$ cat src/rtl/mem_arb_pkg.sv
// Shared types and constants for the two-port data-memory arbiter.
package mem_arb_pkg;
    typedef enum logic [1:0] {IDLE, RD_WAIT, RD_DONE} state_t;
    typedef enum logic {OWN_P0, OWN_P1} owner_t;

    localparam int RD_LAT_MAX = 4;
    localparam int WAIT_W     = 4;
endpackage

$ cat src/rtl/mem_arb_priority.sv
// Grant decision: port 0 has priority unless port 1 has waited MAX_WAIT cycles.
module mem_arb_priority
    import mem_arb_pkg::*;
#(
    parameter int MAX_WAIT = 4
) (
    input  logic              p0_req,
    input  logic              p1_req,
    input  logic [WAIT_W-1:0] wait_cnt,
    output logic              gnt_p0,
    output logic              gnt_p1
);
    logic starved;

    always_comb begin
        starved = (wait_cnt == WAIT_W'(MAX_WAIT));
        gnt_p1  = p1_req & (~p0_req | starved);
        gnt_p0  = p0_req & ~gnt_p1;
    end
endmodule

$ cat src/rtl/mem_port_arbiter.sv
// Shares one single-port data memory between the MEM stage (port 0) and an
// auxiliary master (port 1); sequences multi-cycle reads and stalls port 0.
module mem_port_arbiter
    import mem_arb_pkg::*;
#(
    parameter int ADDR_W   = 32,
    parameter int DATA_W   = 32,
    parameter int RD_LAT   = 1,
    parameter int MAX_WAIT = 4
) (
    input  logic              clk,
    input  logic              rst,
    input  logic              p0_req,
    input  logic              p0_we,
    input  logic [ADDR_W-1:0] p0_addr,
    input  logic [DATA_W-1:0] p0_wdata,
    output logic              p0_stall,
    output logic [DATA_W-1:0] p0_rdata,
    output logic              p0_rvalid,
    input  logic              p1_req,
    input  logic              p1_we,
    input  logic [ADDR_W-1:0] p1_addr,
    input  logic [DATA_W-1:0] p1_wdata,
    output logic              p1_gnt,
    output logic [DATA_W-1:0] p1_rdata,
    output logic              p1_rvalid,
    output logic              mem_en,
    output logic              mem_we,
    output logic [ADDR_W-1:0] mem_addr,
    output logic [DATA_W-1:0] mem_wdata,
    input  logic [DATA_W-1:0] mem_rdata,
    output logic              busy
);
    localparam int LAT_W = $clog2(RD_LAT_MAX + 1);

    state_t            state, state_nxt;
    owner_t            owner;
    logic [WAIT_W-1:0] wait_cnt;
    logic [LAT_W-1:0]  lat_cnt;
    logic              gnt_p0, gnt_p1;
    logic              issue_p0, issue_p1, issue_rd, lat_done;

    mem_arb_priority #(.MAX_WAIT(MAX_WAIT)) u_priority (
        .p0_req   (p0_req),
        .p1_req   (p1_req),
        .wait_cnt (wait_cnt),
        .gnt_p0   (gnt_p0),
        .gnt_p1   (gnt_p1)
    );

    always_comb begin
        issue_p0  = (state == IDLE) & gnt_p0;
        issue_p1  = (state == IDLE) & gnt_p1;
        issue_rd  = (issue_p0 & ~p0_we) | (issue_p1 & ~p1_we);
        lat_done  = (state == RD_WAIT) & (lat_cnt == LAT_W'(RD_LAT));

        mem_en    = issue_p0 | issue_p1;
        mem_we    = 1'b0;
        mem_addr  = '0;
        mem_wdata = '0;
        if (issue_p0) begin
            mem_we    = p0_we;
            mem_addr  = p0_addr;
            mem_wdata = p0_wdata;
        end else if (issue_p1) begin
            mem_we    = p1_we;
            mem_addr  = p1_addr;
            mem_wdata = p1_wdata;
        end

        p1_gnt    = issue_p1;
        p0_rvalid = (state == RD_DONE) & (owner == OWN_P0);
        p1_rvalid = (state == RD_DONE) & (owner == OWN_P1);
        // Port 0 completes either on a granted write or in its own RD_DONE cycle.
        p0_stall  = p0_req & ~((issue_p0 & p0_we) | p0_rvalid);
        busy      = (state != IDLE);

        state_nxt = state;
        case (state)
            IDLE:    if (issue_rd) state_nxt = RD_WAIT;
            RD_WAIT: if (lat_done) state_nxt = RD_DONE;
            RD_DONE: state_nxt = IDLE;
            default: state_nxt = IDLE;
        endcase
    end

    always_ff @(posedge clk or posedge rst) begin
        if (rst) state <= IDLE;
        else     state <= state_nxt;
    end

    always_ff @(posedge clk or posedge rst) begin
        if (rst) begin
            owner    <= OWN_P0;
            wait_cnt <= '0;
            lat_cnt  <= '0;
        end else begin
            if (issue_rd) begin
                owner   <= issue_p1 ? OWN_P1 : OWN_P0;
                lat_cnt <= LAT_W'(1);
            end else if ((state == RD_WAIT) && !lat_done) begin
                lat_cnt <= lat_cnt + LAT_W'(1);
            end

            // Counts how long port 1 has been losing; saturates so override persists.
            if (issue_p1)
                wait_cnt <= '0;
            else if (issue_p0 && p1_req && (wait_cnt != WAIT_W'(MAX_WAIT)))
                wait_cnt <= wait_cnt + WAIT_W'(1);
        end
    end

    always_ff @(posedge clk or posedge rst) begin
        if (rst) begin
            p0_rdata <= '0;
            p1_rdata <= '0;
        end else if (lat_done) begin
            if (owner == OWN_P0) p0_rdata <= mem_rdata;
            else                 p1_rdata <= mem_rdata;
        end
    end
endmodule

$ cat config.mk
export PLATFORM = sky130hd
export DESIGN_NAME = mem_port_arbiter
export DESIGN_NICKNAME = d
export VERILOG_FILES = /design/src/rtl/mem_arb_pkg.sv /design/src/rtl/mem_arb_priority.sv /design/src/rtl/mem_port_arbiter.sv
export SDC_FILE = /design/constraint.sdc
export NUM_CORES = 1
export LEC_CHECK = 0
export CORE_ASPECT_RATIO = 1.2
export CORE_MARGIN = 4
export CORE_UTILIZATION = 30
export CTS_BUF_LIST = sky130_fd_sc_hd__clkbuf_4 sky130_fd_sc_hd__clkbuf_8
export CTS_CLUSTER_SIZE = 25
export DETAILED_ROUTE_END_ITERATION = 12
export GPL_TIMING_DRIVEN = 0
export PLACE_DENSITY = 0.78
export SETUP_SLACK_MARGIN = 0.15
export SLEW_MARGIN = 20
export SYNTH_ARGS = -nofsm -noshare
export SYNTH_HDL_FRONTEND = slang
export SYNTH_SLANG_ARGS = --single-unit
$ cat constraint.sdc
create_clock -name clk -period 2.5 [get_ports clk]
set_clock_uncertainty 0.2 [all_clocks]
set_input_delay 0.5 -clock clk [delete_from_list [all_inputs] [get_ports clk]]
set_output_delay 0.5 -clock clk [all_outputs]
set_load 0.005 [all_outputs]
==> flow_summary.ini, run 1 <==
[clock_tree]
h-tree-depth = 3
clock_sinks = 74
root_buffer = clkbuf_8
cts_tree = yes
cts_hold_buf = 0
clkTransAtPathRegs_ps = 80
worstSkewPairLatency_ps = 350
cts_max_path_buffers = 2
numCtsBuffers = 9

[yosys]
synth_commonest_cells = 74 x dfrtp_1, 65 x a22o_1, 44 x mux2_1, 20 x mux2_2, 9 x buf_4
synth_ff_type = dfrtp_1
yosysMostFrequentCell = dfrtp_1
synth_top_area_frac = 0.502
netlist_top_cells_area = dfrtp_1 50%, a22o_1 15%, mux2_1 13%
synth_seq_area_share = 0.502
async_flop_share = 1.00
synth_edf_count = 0
syn_inst = 280
avgSynthCellArea_um2 = 13.2
syn_area_um2 = 3690
ys_warn_count = 0
synth_seq_cells = 74
synth.distinct_cells = 34
synthesis.nets = 450
synth_top_area_cell = dfrtp_1

[worst_setup_path]
setup.worst_path.end = mem_wdata[2]
reg2reg_slack_ps = 360
reg2regPathDepth = 6
critPathCaptureType = output port
critPathMostFrequentCell = buf_6
slowest_stage = dfrtp_1
critPathMaxStageDelay_ps = 370
arrival_ps = 2300
crit_chain = inv_2, ha_4, nand3b_1, a21oi_4, buf_8, buf_6, buf_6, buf_12, buf_16, buf_6, a22o_4, buf_6
worstSetupStartpoint = wait_cnt[1]
path_max_fanout = 5
r2r_end = p0_rdata[16]
worst-setup-path-type = flip-flop to output port
required_ps = 1800
cp-start-kind = flip-flop
reg2reg_from = state[1]

[global_route]
grt-ovfl-total = 0
track_usage = 0.251
antenna_found_initial = 2
grt_start_max_net_pins = 35
grt_pass1_wl_mm = 25.5
grt_pass1_vias = 4295

[status]
run_status = finished, violations left
violations = setup timing

[sta]
fmax_mhz = 333
max_slew.worst_pin.slew_ps = 580
setup-tns-final_ps = -23210
relSlewSlack = 0.613
setup_viol = 67
finalCriticalPeriod_ps = 3000
drv_slew = 0
worst_slack_ps = -505
finalCritPeriodShare = 1.20
rsz0062_at_grt = true
finalHoldViolCount = 0

[floorplanning]
die_w_um = 109
core.rowCount = 44
dieArea_um2 = 14100
io_pins = 301
die_h_um = 129
start_util = 0.306
core_region_area_um2 = 12100

[placed_design]
gp_congestion = 0.831
placed_cells = 743
dp.final_hpwl_mm = 14.8
port_buffers = 300

[final_layout]
fin_cells = 827
syn_to_final_growth_pct = 118
drive_gt1_frac = 0.327
final_nets = 829
seqCellArea_um2 = 1850
multi_input_area_um2 = 1840
fillerInstances = 901

[power_and_ir_drop]
p_leak_nw = 3.58
p_per_area_nw_per_um2 = 1050
peakVddDrop_uv = 693

[detailed_routing]
vias = 4048
viasPerCell = 4.89
drt_wl_total_mm = 18.9
route.detailed.drc = 0
drt-pass1-iter-count = 4
routedWlPerCell_um = 22.9
drtIter0Drc = 151
ant_nets = 0

[hold_path]
hold_path_class = input pin to async pin

[run]
max-cap-violations = 0
## routing by layer
metal,vias up,global-route usage,part of all wire
li1,1833,-,-
met2,236,0.450,0.51
met3,27,0.102,0.12
met5,-,0,0
met4,0,0.0924,0.028
met1,1952,0.261,0.34
## power by group
part	switching, mW	internal, mW	leakage (nW)
Combinational	1.89	3.20	2.58
Sequential	0.363	1.81	0.878
Clock	0.443	0.714	0.129
## final cells by class
cell class              count  share of cell area
flip-flops and latches     74               0.230
clock inverters             5              0.0124
well taps                 161              0.0250
diodes                      2            0.000622
multi-input cells         179               0.229
repair buffers            369               0.453
clock buffers              11              0.0188
plain buffers              20              0.0277
inverters                   6             0.00326
## registers in the layout, summed over array words and instances, names as in the netlist
name and flops:
p0_rdata 32, state 2, wait_cnt 4, p1_rdata 32
owner 1, lat_cnt 3
## how the worst min path moves through the flow
| stage | startpoint | endpoint | depth (start not counted) |
|---|---|---|---|
| 5_1_grt | rst | p0_rdata[6] | 2 |
| 3_5_place_dp | p0_rdata[24] | p0_rdata[24] | 1 |
| 3_3_place_gp | p0_rdata[12] | p0_rdata[12] | 1 |
| 4_1_cts | rst | p0_rdata[6] | 2 |
| 2_1_floorplan | p0_rdata[0] | p0_rdata[0] | 1 |
| 6_report | rst | p0_rdata[6] | 2 |
## what timing repair did
item                       in CTS  in global routing
cloned                          4                  1
buffers inserted               42                 20
pin swaps                      27                 34
setup endpoints to repair      70                 68
resized for setup             321                 39
## metrics by stage
stage	hold slack (ps)	total power, mW	cell area (um^2)	util	worst slack [ps]
4_1_cts	228	8.18	7800	0.647	-504
6_report	243	8.42	8050	0.668	-505
3_5_place_dp	276	6.41	6940	0.575	-1300
5_1_grt	239	8.89	8050	0.668	-591
2_1_floorplan	283	3.71	3690	-	310
3_3_place_gp	266	6.30	6900	0.572	-1280
## worst max-delay path: cells and delay by family, from the launching register on
family          cells  cell delay, ps
buf+inv             8             880
compound gates      2             380
flops               1             370
fa+ha+maj           1             160
simple gates        1             160
## cell usage in the layout (no fill, tap or decap), types with 3 or more instances in the layout
cell type / count
o21ai_0: 5
ha_1: 3
bufinv_16: 3
a22o_1: 51
nand2_1: 6
buf_12: 5
buf_2: 37
dlygate4sd2_1: 3
clkdlybuf4s50_1: 237
buf_6: 52
mux2_2: 20
a211oi_2: 3
clkbuf_8: 11
a22o_4: 14
nor2b_1: 3
buf_4: 33
mux2_1: 44
buf_8: 12
dfrtp_1: 72
inv_1: 3
clkbuf_2: 3
buf_16: 4
## cell families (layout without fill, tap and decap cells)
group	after synthesis	after routing	share of synthesized area
AOI/OAI and AO/OA	80	80	0.185
buffers and inverters	27	411	0.0475
DFF	74	74	0.502
adders and majority gates	4	4	0.0136
other	0	2	0
and+or+nand+nor	29	29	0.0509
muxes	66	66	0.201
Note: power is estimated with default switching activity, not from simulation.
==> run 2: changes to the inputs <==
- HOLD_SLACK_MARGIN: not set -> 0.05
- SETUP_SLACK_MARGIN: 0.15 -> not set
==> flow_summary.ini, run 2 (synthesis gave the netlist of run 1 again) <==
[status]
run_status = finished, violations left
violations = setup timing

[global_route]
met2_usage = 0.449
antenna_found_initial = 2
grt_util_met3 = 0.102
grt_start_max_net_pins = 35
grt_pass1_vias = 4292
grt-ovfl-total = 0
grt-busiest-layer = met2
grt_pass1_wl_mm = 25.5
use_met1 = 0.262
track_usage = 0.251

[clock_tree]
cts_max_path_buffers = 2
root_buffer = clkbuf_8
clkTransAtPathRegs_ps = 80
cts_hold_buf = 0
worstSkewPairLatency_ps = 350
cts_tree = yes
numCtsBuffers = 9
clock_sinks = 74
h-tree-depth = 3

[placed_design]
dp.final_hpwl_mm = 14.8
gp_congestion = 0.831
dpl_cell_area_um2 = 6940
placed_cells = 743
port_buffers = 300
dp_slack_ps = -1300

[floorplanning]
dieArea_um2 = 14100
die_h_um = 129
core.rowCount = 44
die_w_um = 109
io_pins = 301
core_region_area_um2 = 12100
start_util = 0.306

[worst_setup_path]
path_max_fanout = 5
required_ps = 1800
reg2reg_from = state[1]
critPathCaptureType = output port
reg2regPathDepth = 6
arrival_ps = 2200
cp-start-kind = flip-flop
reg2reg_slack_ps = 380
r2r_end = p0_rdata[16]
worst-setup-path-type = flip-flop to output port

[power_and_ir_drop]
clockPowerShare = 0.141
p_sw_frac = 0.322
p_leak_nw = 3.55
switching_power_mw = 2.65
seq_power_share = 0.264
p_per_area_nw_per_um2 = 1050
peakVddDrop_uv = 691
power.total_mw = 8.22
p_int_mw = 5.57
combPwrFrac = 0.595

[final_layout]
syn_to_final_growth_pct = 113
reg_top3 = p0_rdata x32, p1_rdata x32, wait_cnt x4
fillerInstances = 912
final_nets = 813
fin_cells = 811
layout_commonest_cell = clkdlybuf4s50_1
final_area_um2 = 7850
layout_common_cells = 230 x clkdlybuf4s50_1, 72 x dfrtp_1, 52 x buf_6
drive_gt1_frac = 0.316

[detailed_routing]
viasPerCell = 4.94
route.detailed.drc = 0
vias = 4007
drtIter0Drc = 127
drt_wl_total_mm = 18.8
drt-pass1-iter-count = 4
ant_nets = 0
routedWlPerCell_um = 23.2

[sta]
drv_slew = 0
setup_viol = 67
relSlewSlack = 0.606
rsz0062_at_grt = true
max_slew.worst_pin.slew_ps = 590
worst_slack_ps = -396
fmax_mhz = 345
setup-tns-final_ps = -17300
finalCritPeriodShare = 1.16
finalCriticalPeriod_ps = 2900
finalHoldViolCount = 0

[run]
max-cap-violations = 0

[hold_path]
hold_path_class = input pin to async pin
==> run 2: what timing repair did <==
item	4_1_cts	5_1_grt
buffers inserted	42	13
pin swaps	27	29
gates cloned	4	2
resized for setup	314	67
hold endpoints to repair	0	0
endpoints found under the setup margin	69	68
==> run 2: layout make-up <==
class	instances	area [um^2]	area share
Clock buffer	11	151	0.0193
Antenna cell	2	5.00	0.000638
Inverter	6	26.3	0.00335
Sequential cell	74	1850	0.236
Multi-Input combinational cell	179	1840	0.234
Timing Repair Buffer	357	3490	0.445
Tap cell	161	201	0.0257
Clock inverter	5	100	0.0128
Buffer	16	179	0.0228
==> run 2: worst max-delay path by stage <==
| stage | to | start |
|---|---|---|
| CTS | mem_wdata[2] | wait_cnt[0] |
| floorplan | mem_addr[13] | p1_req |
| finish | mem_addr[24] | state[1] |
| detailed placement | mem_wdata[6] | p1_req |
| global placement | mem_wdata[5] | p1_req |
| global route | mem_addr[24] | wait_cnt[0] |
==> run 2: through the flow <==
| stage | utilization | hold WS (ps) |
|---|---|---|
| 6_report | 0.651 | 241 |
| 4_1_cts | 0.646 | 228 |
| 3_5_place_dp | 0.575 | 276 |
| 3_3_place_gp | 0.572 | 266 |
| 2_1_floorplan | - | 283 |
| 5_1_grt | 0.651 | 239 |
==> run 2: worst max-delay path: stages, from the launching register on <==
cell	delay [ps]
dfrtp_2	430
or3b_4	420
a21oi_4	210
buf_8	160
buf_8	100
buf_6	90
buf_6	100
buf_6	80
a22o_1	140
buf_2	110
==> run 2: power groups by stage <==
| stage | Combinational [mW] | Clock [mW] | Sequential (mW) |
|---|---|---|---|
| after floorplan | 1.54 | 0 | 2.17 |
| after global placement | 4.15 | 0 | 2.15 |
| after detailed placement | 4.22 | 0 | 2.19 |
| after CTS | 4.84 | 1.18 | 2.16 |
| after global routing | 5.22 | 1.23 | 2.24 |
| final | 4.89 | 1.16 | 2.17 |
==> run 2: per-layer routing <==
layer | vias to the layer above | part of all wire
met2 | 226 | 0.51
li1 | 1797 | -
met4 | 0 | 0.030
met5 | - | 0
met3 | 30 | 0.12
met1 | 1954 | 0.35
